File: src/rtl/qu_uop.sv
// Micro-op encoding shared by the Qu front end: optype/ALU constants, RV32I
// opcodes and the packed uop_t with its INT/CONT and load/store views.
package qu_uop;

  localparam int UOP_WIDTH = 60;

  typedef enum logic [1:0] {
    OPT_INT   = 2'd0,
    OPT_CONT  = 2'd1,
    OPT_LOAD  = 2'd2,
    OPT_STORE = 2'd3
  } optype_e;

  typedef enum logic [1:0] {
    ALU_ADDER = 2'd0,
    ALU_SHIFT = 2'd1,
    ALU_COMP  = 2'd2,
    ALU_LOGIC = 2'd3
  } alu_unit_e;

  localparam logic [3:0] ALU_ADDITION    = 4'b0000;
  localparam logic [3:0] ALU_SUBTRACTION = 4'b1000;
  localparam logic [3:0] ALU_SLL         = 4'b0001;
  localparam logic [3:0] ALU_SRL         = 4'b0101;
  localparam logic [3:0] ALU_SRA         = 4'b1101;
  localparam logic [3:0] ALU_XOR         = 4'b0100;
  localparam logic [3:0] ALU_OR          = 4'b0110;
  localparam logic [3:0] ALU_AND         = 4'b0111;
  localparam logic [3:0] ALU_IS_EQ       = 4'b0000;
  localparam logic [3:0] ALU_IS_NE       = 4'b0001;
  localparam logic [3:0] ALU_IS_LT       = 4'b0100;
  localparam logic [3:0] ALU_IS_GE       = 4'b0101;
  localparam logic [3:0] ALU_IS_LTU      = 4'b0110;
  localparam logic [3:0] ALU_IS_GEU      = 4'b0111;

  localparam logic YES = 1'b1;
  localparam logic NO  = 1'b0;

  localparam logic [6:0] OPC_OP     = 7'b0110011;
  localparam logic [6:0] OPC_OP_IMM = 7'b0010011;
  localparam logic [6:0] OPC_LUI    = 7'b0110111;
  localparam logic [6:0] OPC_AUIPC  = 7'b0010111;
  localparam logic [6:0] OPC_BRANCH = 7'b1100011;
  localparam logic [6:0] OPC_JAL    = 7'b1101111;
  localparam logic [6:0] OPC_JALR   = 7'b1100111;
  localparam logic [6:0] OPC_LOAD   = 7'b0000011;
  localparam logic [6:0] OPC_STORE  = 7'b0100011;

  // Both views keep optype/register/immediate fields at the same bit positions.
  typedef struct packed {
    optype_e     optype;
    logic [4:0]  rd;
    logic        rd_valid;
    logic [4:0]  rs1;
    logic        rs1_valid;
    logic [4:0]  rs2;
    logic        rs2_valid;
    logic [31:0] imm;
    logic        imm_valid;
    alu_unit_e   alu_unit;
    logic [3:0]  alu_op_sel;
    logic        alu_cu_input_opd3_opd4_sel;
  } uop_ic_t;

  typedef struct packed {
    optype_e     optype;
    logic [4:0]  rd;
    logic        rd_valid;
    logic [4:0]  rs1;
    logic        rs1_valid;
    logic [4:0]  rs2;
    logic        rs2_valid;
    logic [31:0] imm;
    logic        imm_valid;
    logic [2:0]  funct3;
    logic        ignore;
    logic [2:0]  rsvd;
  } uop_ldst_t;

  typedef union packed {
    uop_ic_t   ic;
    uop_ldst_t ldst;
  } uop_t;

  typedef struct packed {
    alu_unit_e  unit;
    logic [3:0] op;
  } alu_sel_t;

  // funct3 -> ALU unit/op for OP and OP-IMM.
  function automatic alu_sel_t alu_map(input logic [2:0] f3, input logic sub, input logic sra);
    alu_sel_t s;
    s.unit = ALU_ADDER;
    s.op   = ALU_ADDITION;
    case (f3)
      3'b000: s.op = sub ? ALU_SUBTRACTION : ALU_ADDITION;
      3'b001: begin s.unit = ALU_SHIFT; s.op = ALU_SLL; end
      3'b010: begin s.unit = ALU_COMP;  s.op = ALU_IS_LT; end
      3'b011: begin s.unit = ALU_COMP;  s.op = ALU_IS_LTU; end
      3'b100: begin s.unit = ALU_LOGIC; s.op = ALU_XOR; end
      3'b101: begin s.unit = ALU_SHIFT; s.op = sra ? ALU_SRA : ALU_SRL; end
      3'b110: begin s.unit = ALU_LOGIC; s.op = ALU_OR; end
      default: begin s.unit = ALU_LOGIC; s.op = ALU_AND; end
    endcase
    return s;
  endfunction

endpackage

File: src/rtl/qu_decode_comb.sv
// Pure combinational RV32I -> uop_t translation; illegal encodings yield an
// all-zero micro-op with illegal_o set.
module qu_decode_comb
  import qu_uop::*;
(
  input  logic [31:0] instr_i,
  output uop_t        uop_o,
  output logic        illegal_o
);

  logic [6:0]  opc, f7;
  logic [2:0]  f3;
  logic [4:0]  rd, rs1, rs2;
  logic [31:0] imm_i, imm_s, imm_b, imm_u, imm_j;
  logic        f7_ok;

  assign opc   = instr_i[6:0];
  assign rd    = instr_i[11:7];
  assign f3    = instr_i[14:12];
  assign rs1   = instr_i[19:15];
  assign rs2   = instr_i[24:20];
  assign f7    = instr_i[31:25];
  assign f7_ok = (f7 == 7'b0000000) || (f7 == 7'b0100000);

  assign imm_i = {{20{instr_i[31]}}, instr_i[31:20]};
  assign imm_s = {{20{instr_i[31]}}, instr_i[31:25], instr_i[11:7]};
  assign imm_b = {{19{instr_i[31]}}, instr_i[31], instr_i[7], instr_i[30:25], instr_i[11:8], 1'b0};
  assign imm_u = {instr_i[31:12], 12'b0};
  assign imm_j = {{11{instr_i[31]}}, instr_i[31], instr_i[19:12], instr_i[20], instr_i[30:21], 1'b0};

  uop_ic_t   ic;
  uop_ldst_t ls;
  alu_sel_t  asel;
  logic      is_ls, ill;
  uop_t      uop;

  always_comb begin
    ic    = '0;
    ls    = '0;
    is_ls = 1'b0;
    ill   = 1'b0;
    asel  = alu_map(f3, 1'b0, f7[5]);
    uop   = '0;
    ic.rd = rd; ic.rs1 = rs1; ic.rs2 = rs2;
    ls.rd = rd; ls.rs1 = rs1; ls.rs2 = rs2;
    case (opc)
      OPC_OP: begin
        asel          = alu_map(f3, f7[5], f7[5]);
        ic.optype     = OPT_INT;
        ic.rd_valid   = 1'b1;
        ic.rs1_valid  = 1'b1;
        ic.rs2_valid  = 1'b1;
        ic.alu_unit   = asel.unit;
        ic.alu_op_sel = asel.op;
        ill           = !f7_ok;
      end
      OPC_OP_IMM: begin
        ic.optype     = OPT_INT;
        ic.rd_valid   = 1'b1;
        ic.rs1_valid  = 1'b1;
        ic.imm        = imm_i;
        ic.imm_valid  = 1'b1;
        ic.alu_unit   = asel.unit;
        ic.alu_op_sel = asel.op;
        // Only the shift forms carry a funct7 field.
        ill           = ((f3 == 3'b001) || (f3 == 3'b101)) && !f7_ok;
      end
      OPC_LUI, OPC_AUIPC: begin
        ic.optype     = OPT_INT;
        ic.rd_valid   = 1'b1;
        ic.imm        = imm_u;
        ic.imm_valid  = 1'b1;
        ic.alu_unit   = ALU_ADDER;
        ic.alu_op_sel = ALU_ADDITION;
        ic.alu_cu_input_opd3_opd4_sel = (opc == OPC_AUIPC) ? YES : NO;
      end
      OPC_BRANCH: begin
        ic.optype     = OPT_CONT;
        ic.rs1_valid  = 1'b1;
        ic.rs2_valid  = 1'b1;
        ic.imm        = imm_b;
        ic.imm_valid  = 1'b1;
        ic.alu_unit   = ALU_COMP;
        ic.alu_cu_input_opd3_opd4_sel = YES;
        case (f3)
          3'b000:  ic.alu_op_sel = ALU_IS_EQ;
          3'b001:  ic.alu_op_sel = ALU_IS_NE;
          3'b100:  ic.alu_op_sel = ALU_IS_LT;
          3'b101:  ic.alu_op_sel = ALU_IS_GE;
          3'b110:  ic.alu_op_sel = ALU_IS_LTU;
          3'b111:  ic.alu_op_sel = ALU_IS_GEU;
          default: ill = 1'b1;
        endcase
      end
      OPC_JAL, OPC_JALR: begin
        ic.optype     = OPT_CONT;
        ic.rd_valid   = 1'b1;
        ic.rs1_valid  = (opc == OPC_JALR);
        ic.imm        = (opc == OPC_JALR) ? imm_i : imm_j;
        ic.imm_valid  = 1'b1;
        ic.alu_unit   = ALU_ADDER;
        ic.alu_op_sel = ALU_ADDITION;
        ic.alu_cu_input_opd3_opd4_sel = YES;
      end
      OPC_LOAD: begin
        is_ls        = 1'b1;
        ls.optype    = OPT_LOAD;
        ls.rd_valid  = 1'b1;
        ls.rs1_valid = 1'b1;
        ls.imm       = imm_i;
        ls.imm_valid = 1'b1;
        ls.funct3    = f3;
        ill          = (f3 == 3'b011) || (f3 == 3'b110) || (f3 == 3'b111);
      end
      OPC_STORE: begin
        is_ls        = 1'b1;
        ls.optype    = OPT_STORE;
        ls.rs1_valid = 1'b1;
        ls.rs2_valid = 1'b1;
        ls.imm       = imm_s;
        ls.imm_valid = 1'b1;
        ls.funct3    = f3;
        ill          = (f3 >= 3'b011);
      end
      default: ill = 1'b1;
    endcase
    if (instr_i[1:0] != 2'b11) ill = 1'b1;
    if (rd == 5'd0) begin
      ic.rd_valid = 1'b0;
      ls.rd_valid = 1'b0;
    end
    if (!ill) begin
      if (is_ls) uop.ldst = ls;
      else       uop.ic   = ic;
    end
  end

  assign uop_o     = uop;
  assign illegal_o = ill;

endmodule

File: src/rtl/qu_decode.sv
// Qu decode stage: handshaked fetch -> decode -> dispatch with registered output.
// QU_DECODE_SKID_EN selects a 2-entry skid buffer with a registered in_ready.
module qu_decode
  import qu_uop::*;
#(
  parameter int XLEN  = 32,
  parameter int UOP_W = qu_uop::UOP_WIDTH
)(
  input  logic             clk,
  input  logic             rst,
  input  logic             flush,
  input  logic             in_valid,
  output logic             in_ready,
  input  logic [31:0]      in_instr,
  input  logic [XLEN-1:0]  in_pc,
  output logic             out_valid,
  input  logic             out_ready,
  output logic [UOP_W-1:0] out_uop,
  output logic [XLEN-1:0]  out_pc,
  output logic             out_illegal
);

  typedef struct packed {
    uop_t            uop;
    logic [XLEN-1:0] pc;
    logic            ill;
  } ent_t;

  uop_t dec_uop;
  logic dec_ill;
  ent_t in_ent, head;
  logic push, pop;

  qu_decode_comb u_comb (
    .instr_i   (in_instr),
    .uop_o     (dec_uop),
    .illegal_o (dec_ill)
  );

  assign in_ent = '{uop: dec_uop, pc: in_pc, ill: dec_ill};
  assign pop    = out_valid && out_ready;

`ifdef QU_DECODE_SKID_EN
  ent_t [1:0] slot_q, slot_d;
  logic [1:0] cnt_q, cnt_d;
  logic       rdy_q, rdy_d;

  assign in_ready = rdy_q;
  assign push     = in_valid && rdy_q;

  // A push while full cannot happen: rdy_q is already low at two entries.
  always_comb begin
    slot_d = slot_q;
    cnt_d  = cnt_q;
    if (flush) begin
      cnt_d = 2'd0;
    end else begin
      case ({push, pop})
        2'b10: begin
          slot_d[cnt_q[0]] = in_ent;
          cnt_d            = cnt_q + 2'd1;
        end
        2'b01: begin
          slot_d[0] = slot_q[1];
          cnt_d     = cnt_q - 2'd1;
        end
        2'b11:   slot_d[0] = in_ent;
        default: ;
      endcase
    end
    rdy_d = (cnt_d != 2'd2);
  end

  always_ff @(posedge clk or posedge rst) begin
    if (rst) begin
      slot_q <= '0;
      cnt_q  <= 2'd0;
      rdy_q  <= 1'b1;
    end else begin
      slot_q <= slot_d;
      cnt_q  <= cnt_d;
      rdy_q  <= rdy_d;
    end
  end

  assign out_valid = (cnt_q != 2'd0);
  assign head      = slot_q[0];
`else
  ent_t ent_q, ent_d;
  logic vld_q, vld_d;

  assign in_ready = !vld_q || out_ready;
  assign push     = in_valid && in_ready;

  always_comb begin
    ent_d = ent_q;
    vld_d = vld_q;
    if (flush) begin
      vld_d = 1'b0;
    end else if (push) begin
      ent_d = in_ent;
      vld_d = 1'b1;
    end else if (pop) begin
      vld_d = 1'b0;
    end
  end

  always_ff @(posedge clk or posedge rst) begin
    if (rst) begin
      ent_q <= '0;
      vld_q <= 1'b0;
    end else begin
      ent_q <= ent_d;
      vld_q <= vld_d;
    end
  end

  assign out_valid = vld_q;
  assign head      = ent_q;
`endif

  assign out_uop     = head.uop;
  assign out_pc      = head.pc;
  assign out_illegal = head.ill;

endmodule

File: config.mk
export PLATFORM = sky130hd
export DESIGN_NAME = qu_decode
export DESIGN_NICKNAME = d
export VERILOG_FILES = /design/src/rtl/qu_uop.sv /design/src/rtl/qu_decode_comb.sv /design/src/rtl/qu_decode.sv
export SDC_FILE = /design/constraint.sdc
export NUM_CORES = 1
export LEC_CHECK = 0
export BUFFER_PORTS_ARGS = -buffer_cell sky130_fd_sc_hd__buf_2
export CORE_MARGIN = 2
export CORE_UTILIZATION = 30
export CTS_CLUSTER_SIZE = 20
export DETAILED_ROUTE_END_ITERATION = 12
export GPL_TIMING_DRIVEN = 0
export SYNTH_ARGS = -nofsm -noshare
export SYNTH_HDL_FRONTEND = slang
export SYNTH_HIERARCHICAL = 1
export SYNTH_SLANG_ARGS = --single-unit
File: constraint.sdc
create_clock -name clk -period 2.9 [get_ports clk]
set_input_delay 0.435 -clock clk [delete_from_list [all_inputs] [get_ports clk]]
set_output_delay 0.435 -clock clk [all_outputs]
set_load 0.05 [all_outputs]
; ---- Word-level counts from Yosys, hierarchy flattened
; Index checks and enable logic that the tools add are counted.
[totals]
ff_bits = 94
latch_bits = 0
ramBits = 0
mem_bits_ro = 0
output_inout_bits = 95
word_cells = 82
n_memories = 0
[classes]
addsub = 0
multipliers = 0
n_div = 0
n_lt_le_gt_ge = 1
n_eq_ne = 18
shifts = 0
mux = 30
n_bitwise = 1
reduce_logical = 28
[ops]
columns = op, count
row1 = case mux 33 bit (4 select lines), 1
row2 = two-way mux 60 bit, 2
row3 = case mux 36 bit (2 select lines), 1
row4 = case mux 4 bit (5 select lines), 2
row5 = "== test 7 x 6 -> 1 bit, second input constant", 4
row6 = "== test 7 bit, second input constant", 3
row7 = two-way mux 20 bit, 1
row8 = case mux 6 bit (3 select lines), 1
row9 = OR reduction 2 bit, 8
row10 = case mux 3 bit (5 select lines), 1
row11 = "== test 7 x 5 -> 1 bit, second input constant", 2
row12 = two-way mux 1 bit, 14
row13 = "== test 3 bit, second input constant", 4
row14 = OR reduction 6 bit, 2
row15 = two-way mux 4 bit, 2
row16 = "== test 7 x 2 -> 1 bit, second input constant", 1
row17 = zero test 7 bit, 1
row18 = "== test 3 x 2 -> 1 bit, second input constant", 2
row19 = case mux 1 bit (6 select lines), 1
row20 = case mux 2 bit (3 select lines), 1
row21 = OR reduction 3 bit, 2
row22 = zero test 5 bit, 1
row23 = logical OR 1 bit, 5
row24 = case mux 1 bit (2 select lines), 2
row25 = other kinds (11), 14

; ---- Depth between registers and ports, before layout
; Gate-level depths: netlist of the first run.
[logic_depth]
word_depth = 7
mapped_depth = 8
mapped_depth_nobuf = 6

; ---- Cells and area by module
; The synthesis of the first run kept the hierarchy.
[modules_own_cells]
columns = mod, n_inst, cells_per_inst, area_each_um2, seq_area_each_um2
row1 = qu_decode, 1, 203, 3537.1, 2352.3
row2 = qu_decode_comb, 1, 181, 1096.1, 0.0

; ---- Worst setup path after synthesis of the first run
; Ideal clock, no wire load.
[synth_timing]
path_kind = input -> register
from = input port in_instr[6]
to = register ent_q, in the netlist out_uop[7]
setup_time_ps = 127
t_arrival_ps = 2104
required_time_ps = 2773
setup_slack_ps = 668
path_stages = 7
path_buffers = 2
path_cell_list = buf_2 > nor4_1 > a22oi_4 > nand2_4 > buf_4 > nor2_1 > mux2_1
[synth_lines]
columns = item, line
row1 = from (decl), qu_decode.sv:14  ; input logic [31:0] in_instr,
row2 = to (signal assigned), qu_decode.sv:113  ; ent_q <= ent_d;
row3 = to (decl), qu_decode.sv:89  ; ent_t ent_q, ent_d;

==> results of run 1 <==
## Yosys cell counts (2+ instances only)
library cell	instances	area (um^2)
nand2_1	17	63.8
a211oi_1	7	52.6
mux2_2	24	270
nor3_2	4	40.0
nand3_1	3	15.0
nor3b_2	3	37.5
nor3_1	5	25.0
nand2b_1	3	18.8
buf_2	6	30.0
buf_6	9	101
mux2_1	70	788
clkbuf_1	10	37.5
a21o_1	4	30.0
and2_1	7	43.8
or2_2	2	12.5
inv_1	4	15.0
buf_4	2	15.0
a21oi_1	20	100
a32oi_1	2	17.5
a22oi_1	4	30.0
nor4_1	3	18.8
dfrtp_1	94	2350
nor2b_1	5	31.3
nand4bb_1	2	22.5
nor2_1	36	135
o21ai_0	4	20.0
and3_1	16	100
## worst max-delay path, stage by stage
cell	delay [ns]
buf_2	0.12
buf_2	0.19
nor4_1	0.95
a22oi_4	0.22
nand2_4	0.24
buf_4	0.21
nor2_1	0.08
mux2_1	0.30
## area by class of cell
| class | instances | area (um^2) | share of cell area (%) |
|---|---|---|---|
| repair buffers | 160 | 823 | 13.7 |
| plain buffers | 27 | 184 | 3.07 |
| clock buffers | 13 | 260 | 4.34 |
| multi-input cells | 259 | 2080 | 34.7 |
| well taps | 188 | 235 | 3.92 |
| flip-flops and latches | 94 | 2350 | 39.2 |
| inverters | 4 | 17.5 | 0.292 |
| clock inverters | 3 | 42.5 | 0.709 |
## layer usage
layer	track usage [%]	up-vias	routed length, um
met1	19.7	1790	5330
met3	5.34	19	995
li1	-	1720	-
met4	5.56	0	217
met2	25.3	146	6090
met5	0	-	0
## flip-flops by register name, indices dropped and copies added, names as in the netlist
name and flops:
out_pc 32, out_illegal 1, out_uop 60, out_valid 1
## through the flow
stage               worst slack (ns)  hold WS (ns)  setup TNS [ns]
CTS                            0.358         0.202               0
finish                         0.358         0.187               0
floorplan                     0.0163         0.501               0
global placement               -1.09         0.463         -101.77
global route                   0.257         0.233               0
detailed placement          -0.00916         0.469        -0.00916
## cells in the final DEF, fill, tap and decap left out, types with 5 or more instances in the layout
cell type,synthesis,layout
clkbuf_16,0,9
a21oi_1,20,20
nor2b_1,5,5
clkbuf_1,10,12
dfrtp_1,94,94
buf_6,9,9
mux2_1,70,70
a211oi_1,7,7
and2_1,7,7
buf_2,6,165
nor3_1,5,5
and3_1,16,16
nor2_1,36,36
mux2_2,24,24
nand2_1,17,17
## power by group through the flow
| stage | combinational, W | clock [W] | sequential [W] |
|---|---|---|---|
| after CTS | 0.000695 | 0.00125 | 0.00143 |
| after global routing | 0.000730 | 0.00131 | 0.00144 |
| after detailed placement | 0.000695 | 0 | 0.00145 |
| after global placement | 0.000679 | 0 | 0.00145 |
| final | 0.000688 | 0.00120 | 0.00143 |
| after floorplan | 0.000202 | 0 | 0.00174 |
## final timing paths
check	start	end	slack [ns]	cells past startpoint
worst max-delay path	in_instr[6]	out_uop[58]	0.36	8
min in group clk	flush	out_valid	0.27	2
max in group asynchronous	rst	out_uop[0]	2.06	3
worst min-delay path	rst	out_pc[14]	0.19	2
worst max register to register	out_valid	out_uop[20]	1.21	5
worst min register to register	out_uop[8]	out_uop[8]	0.48	1
## cells by family after synthesis
kind of cell / Yosys count
buffers and inverters: 31
AO/OA/AOI/OAI: 53
AND/OR/NAND/NOR: 112
flip-flops: 94
multiplexers: 94
==> out/results.txt, run 1 <==
GRT Total Usage -> 15.7%
Synth Cell Area -> 4630 um^2
Fill cells -> 1,467
Die Span Y -> 128 um
Clock root cell -> clkbuf_16
Final non-filler cell total -> 748
Slew @ Worst Pin -> 1.10 ns
Seq pwr share -> 43.1%
Resize count post-CTS -> 0
Synth-to-Final Area Change -> 29.4%
Initial antenna violation count -> 0
Peak VDD IR -> 0.000414 V
Net Switching -> 0.00102 W
Multiplexer share of the synthesized area -> 22.8%
Core box area -> 15,100 um^2
Rows -> 45
CTS tree -> built
Die footprint -> 16,500 um^2
Worst Setup End Kind -> flip-flop
Flops & latches, synth -> 94
Final GP Congestion -> 0.871
First-pass GRT wire length -> 19.8 mm
Comb power frac -> 20.7%
Worst EP required -> 3.12 ns
Placed inst area -> 5690 um^2
Finished Cell Area -> 6000 um^2
Status -> complete, no violations
Port bufs -> 159
Worst hold path type -> primary input to asynchronous set/reset pin
Vias in the first global route -> 3,655
Crit path kind -> primary input to flip-flop
Ys Warns -> 6
Synth cell types -> 45
Initial core utilization -> 30.6%
XOR/XNOR Fraction of Synth Area -> 0%
TritonCTS buffer count -> 9
Avg WL per Cell -> 16.9 um
Gr ovfl total -> 0
Fin crit period -> 2.54 ns
Max cap viols -> 0
Switching power share of the total -> 30.7%
Final HPWL DP -> 9.75 mm
Skew-Pair Late Insertion Delay -> 0.34 ns
Max clock buf depth -> 2
First-pass DRT Iterations -> 4
Max FO, Critical Path -> 10
Fraction of registers with async set/reset -> 100%
I/O pins -> 164
PD cells -> 554 nW/um^2
Tcrit/Tclk final -> 87.7%
Cell Int Power -> 0.00230 W
Clock net sink count -> 94
Ys flop type -> dfrtp_1
Routed wire length -> 12.6 mm
Post-synthesis adder-cell area fraction -> 0%
Clock skew -> 0.00539 ns
Die width -> 128 um
Mapped Nets -> 453
Ant. Diodes -> 0
Compound-Gate Fraction of Synth Area -> 8.53%
Via count -> 3,675
Register area share after synthesis -> 50.8%
Vias/cell -> 4.91
Drc violations -> 0
Fin. max-slew vios -> 0
Power, Total -> 0.00332 W
Simple-Gate Fraction of Synth Area -> 13.6%
Largest family of logic cells by synthesized area -> multiplexers
CTS Hold Bufs -> 0
Highest Clock Rate -> 0.393 GHz
Number of routed nets with antenna violations -> 0
Post-CTS Setup Inserts -> 0
Slew HR -> 26.2%
Final setup viols -> 0
Endpoints failing hold -> 0
Layout cell share with drive strength beyond 1 -> 41.4%
WP data arrival -> 2.76 ns
Nets -> 624
Pin count of the biggest net entering global routing -> 51
Synth Area per Inst -> 12.1 um^2
Power share of the clock group -> 36.2%
Placed insts -> 732
CP startpoint kind -> primary input
Util after Layout -> 39.6%
Synth Instances -> 384
Leakage -> 3.10 nW
Reg clk slew, reported paths -> 0.06 ns
EDFF count, synth -> 0
RSZ-0062 raised after global routing -> false
H-tree depth -> 3
DR iter-0 viols -> 287
No activity file was read; power rests on OpenSTA's default activity.
==> inputs of run 2 (changes only) <==
--- a/config.mk
+++ b/config.mk
@@ -11,6 +11,7 @@
 export CTS_CLUSTER_SIZE = 20
 export DETAILED_ROUTE_END_ITERATION = 12
 export GPL_TIMING_DRIVEN = 0
+export RECOVER_POWER = 100
 export SYNTH_ARGS = -nofsm -noshare
 export SYNTH_HDL_FRONTEND = slang
 export SYNTH_HIERARCHICAL = 1
==> constraint.sdc (replaced) <==
create_clock -name clk -period 2.36 [get_ports clk]
set_input_delay 0.354 -clock clk [delete_from_list [all_inputs] [get_ports clk]]
set_output_delay 0.354 -clock clk [all_outputs]
set_load 0.05 [all_outputs]
==> out/results.txt, run 2 (same netlist as run 1, synthesis figures left out) <==
Resize count post-CTS -> 1 (+1)
Die Span Y -> 128 um (unchanged)
Synth-to-Final Area Change -> 25.6%
CP startpoint kind -> primary input
Critical path's largest stage delay -> 0.53 ns (-0.42 ns)
Number of routed nets with antenna violations -> 0 (unchanged)
Fin. max-slew vios -> 0 (unchanged)
Clock root cell -> clkbuf_16
Power share of the clock group -> 35.8% (-0.4 points)
Placed inst area -> 5710 um^2 (+0.24%)
Final setup viols -> 0 (unchanged)
WP data arrival -> 2.47 ns (-0.29 ns)
Met1 wire length -> 5.50 mm (+3.1%)
Worst path cell trace -> buf_2 -> nand4bb_1 -> nor3_1 -> a221oi_4 -> clkbuf_1 -> and3_1 -> mux2_1
Max clock buf depth -> 2 (unchanged)
Pin count of the biggest net entering global routing -> 39 (-24%)
Worst EP required -> 2.59 ns (-0.53 ns)
Leakage -> 2.70 nW (-13%)
Initial antenna violation count -> 0 (unchanged)
H-tree depth -> 3 (unchanged)
Slew HR -> 20.7% (-5.5 points)
I/O pins -> 164 (unchanged)
Final HPWL DP -> 9.92 mm (+1.8%)
Largest register FFs -> 60 (unchanged)
Final GP Congestion -> 0.851 (-2.3%)
Met2 wire length -> 6.02 mm (-1.1%)
Worst Setup End Kind -> flip-flop
TritonCTS buffer count -> 9 (unchanged)
Final non-filler cell total -> 749 (+0.13%)
Highest Clock Rate -> 0.446 GHz
Status -> complete, no violations
DR iter-0 viols -> 211 (-26%)
First-pass DRT Iterations -> 4 (unchanged)
Via count -> 3,623 (-1.4%)
Gr ovfl total -> 0 (unchanged)
Met3 wire length -> 1.03 mm (+3.9%)
Reg clk slew, reported paths -> 0.06 ns (about the same)
Worst hold path type -> primary input to flip-flop
Endpoints failing hold -> 0 (unchanged)
Drc violations -> 0 (unchanged)
Max cap viols -> 0 (unchanged)
Crit path kind -> primary input to flip-flop
Switching power share of the total -> 31.6% (+0.90 points)
Skew-Pair Late Insertion Delay -> 0.35 ns (about the same)
Slew @ Worst Pin -> 1.18 ns (+0.0860 ns)
PD cells -> 688 nW/um^2 (+24%)
Vias/cell -> 4.84 (-1.5%)
Die width -> 128 um (unchanged)
Util after Layout -> 38.4% (-1.2 points)
CTS Hold Bufs -> 0 (unchanged)
Vias in the first global route -> 3,733 (+2.1%)
Rows -> 45 (unchanged)
GRT Total Usage -> 15.9% (+0.20 points)
Initial core utilization -> 30.6% (unchanged)
Setup TNS -> 0 ns (unchanged)
Peak VDD IR -> 0.000441 V (+6.4%)
Max FO, Critical Path -> 10 (unchanged)
Net Switching -> 0.00126 W (+24%)
Post-CTS Setup Inserts -> 0 (unchanged)
Cell Int Power -> 0.00274 W (+19%)
Routed wire length -> 12.7 mm (+0.26%)
Seq pwr share -> 44.0% (+0.9 points)
Finished Cell Area -> 5820 um^2 (-3.0%)
Tcrit/Tclk final -> 95.1%
Comb power frac -> 20.2% (-0.5 points)
Fin crit period -> 2.24 ns
Clock skew -> 0.00662 ns (+0.00123 ns)
Most frequent cells in the layout -> clkbuf_1 (112), dfrtp_1 (94), mux2_1 (70)
Placed insts -> 733 (+0.14%)
Avg WL per Cell -> 16.9 um (+0.13%)
Clock net sink count -> 94 (unchanged)
CTS tree -> built
Critical-path top delay cell -> nor3_1
Ant. Diodes -> 0 (unchanged)
First-pass GRT wire length -> 20.0 mm (+0.73%)
RSZ-0062 raised after global routing -> false
Highest metal used -> met4
Die footprint -> 16,500 um^2 (unchanged)
Port bufs -> 159 (unchanged)
Core box area -> 15,100 um^2 (unchanged)
Nets -> 625 (+0.16%)
Most common cell after layout, fill and taps aside -> clkbuf_1
Layout cell share with drive strength beyond 1 -> 23.0% (-18 points)
[run 2: worst paths after layout]
check                             from           to  slack [ns]  depth (start not counted)
max                        in_instr[2]  out_uop[55]        0.12                          7
min                              flush    out_valid        0.19                          2
max reg2reg                  out_valid  out_uop[18]        0.20                          5
min reg2reg                  out_pc[2]    out_pc[2]        0.48                          1
max in group asynchronous          rst  out_uop[52]        0.52                          4
min in group asynchronous          rst   out_pc[14]        0.24                          2
[run 2: final cells by class]
cell class,instances,area (um^2)
Clock inverter,4,47.5
Buffer,27,178
Tap cell,188,235
Fill cell,1531,9330
Multi-Input combinational cell,259,2060
Sequential cell,94,2350
Clock buffer,12,236
Timing Repair Buffer,161,692
Inverter,4,16.3
[run 2: metal layers]
metal  track usage [%]  vias up
met5                 0        -
met4              3.68        0
met3              6.55        9
met2              26.3      128
met1              19.4     1766
li1                  -     1720
[run 2: critical path, delay by kind of cell]
| kind | cells | cell delay (ns) |
|---|---|---|
| simple gates | 3 | 1.15 |
| mux | 1 | 0.29 |
| buf+inv | 2 | 0.43 |
| compound gates | 1 | 0.24 |
[run 2: power by group through the flow]
stage	Combinational, W	Sequential, W	Clock [W]
floorplan	0.000248	0.00214	0
CTS	0.000860	0.00176	0.00150
detailed placement	0.000859	0.00179	0
finish	0.000810	0.00176	0.00143
global route	0.000863	0.00177	0.00155
global placement	0.000838	0.00178	0
[run 2: stage by stage]
stage               power, W  hold slack (ns)  worst slack [ns]
floorplan            0.00239            0.420             0.209
global placement     0.00262            0.463            -0.488
detailed placement   0.00264            0.468            -0.470
CTS                  0.00412           0.0884             0.187
global route         0.00419            0.173            0.0150
finish               0.00400            0.193             0.116
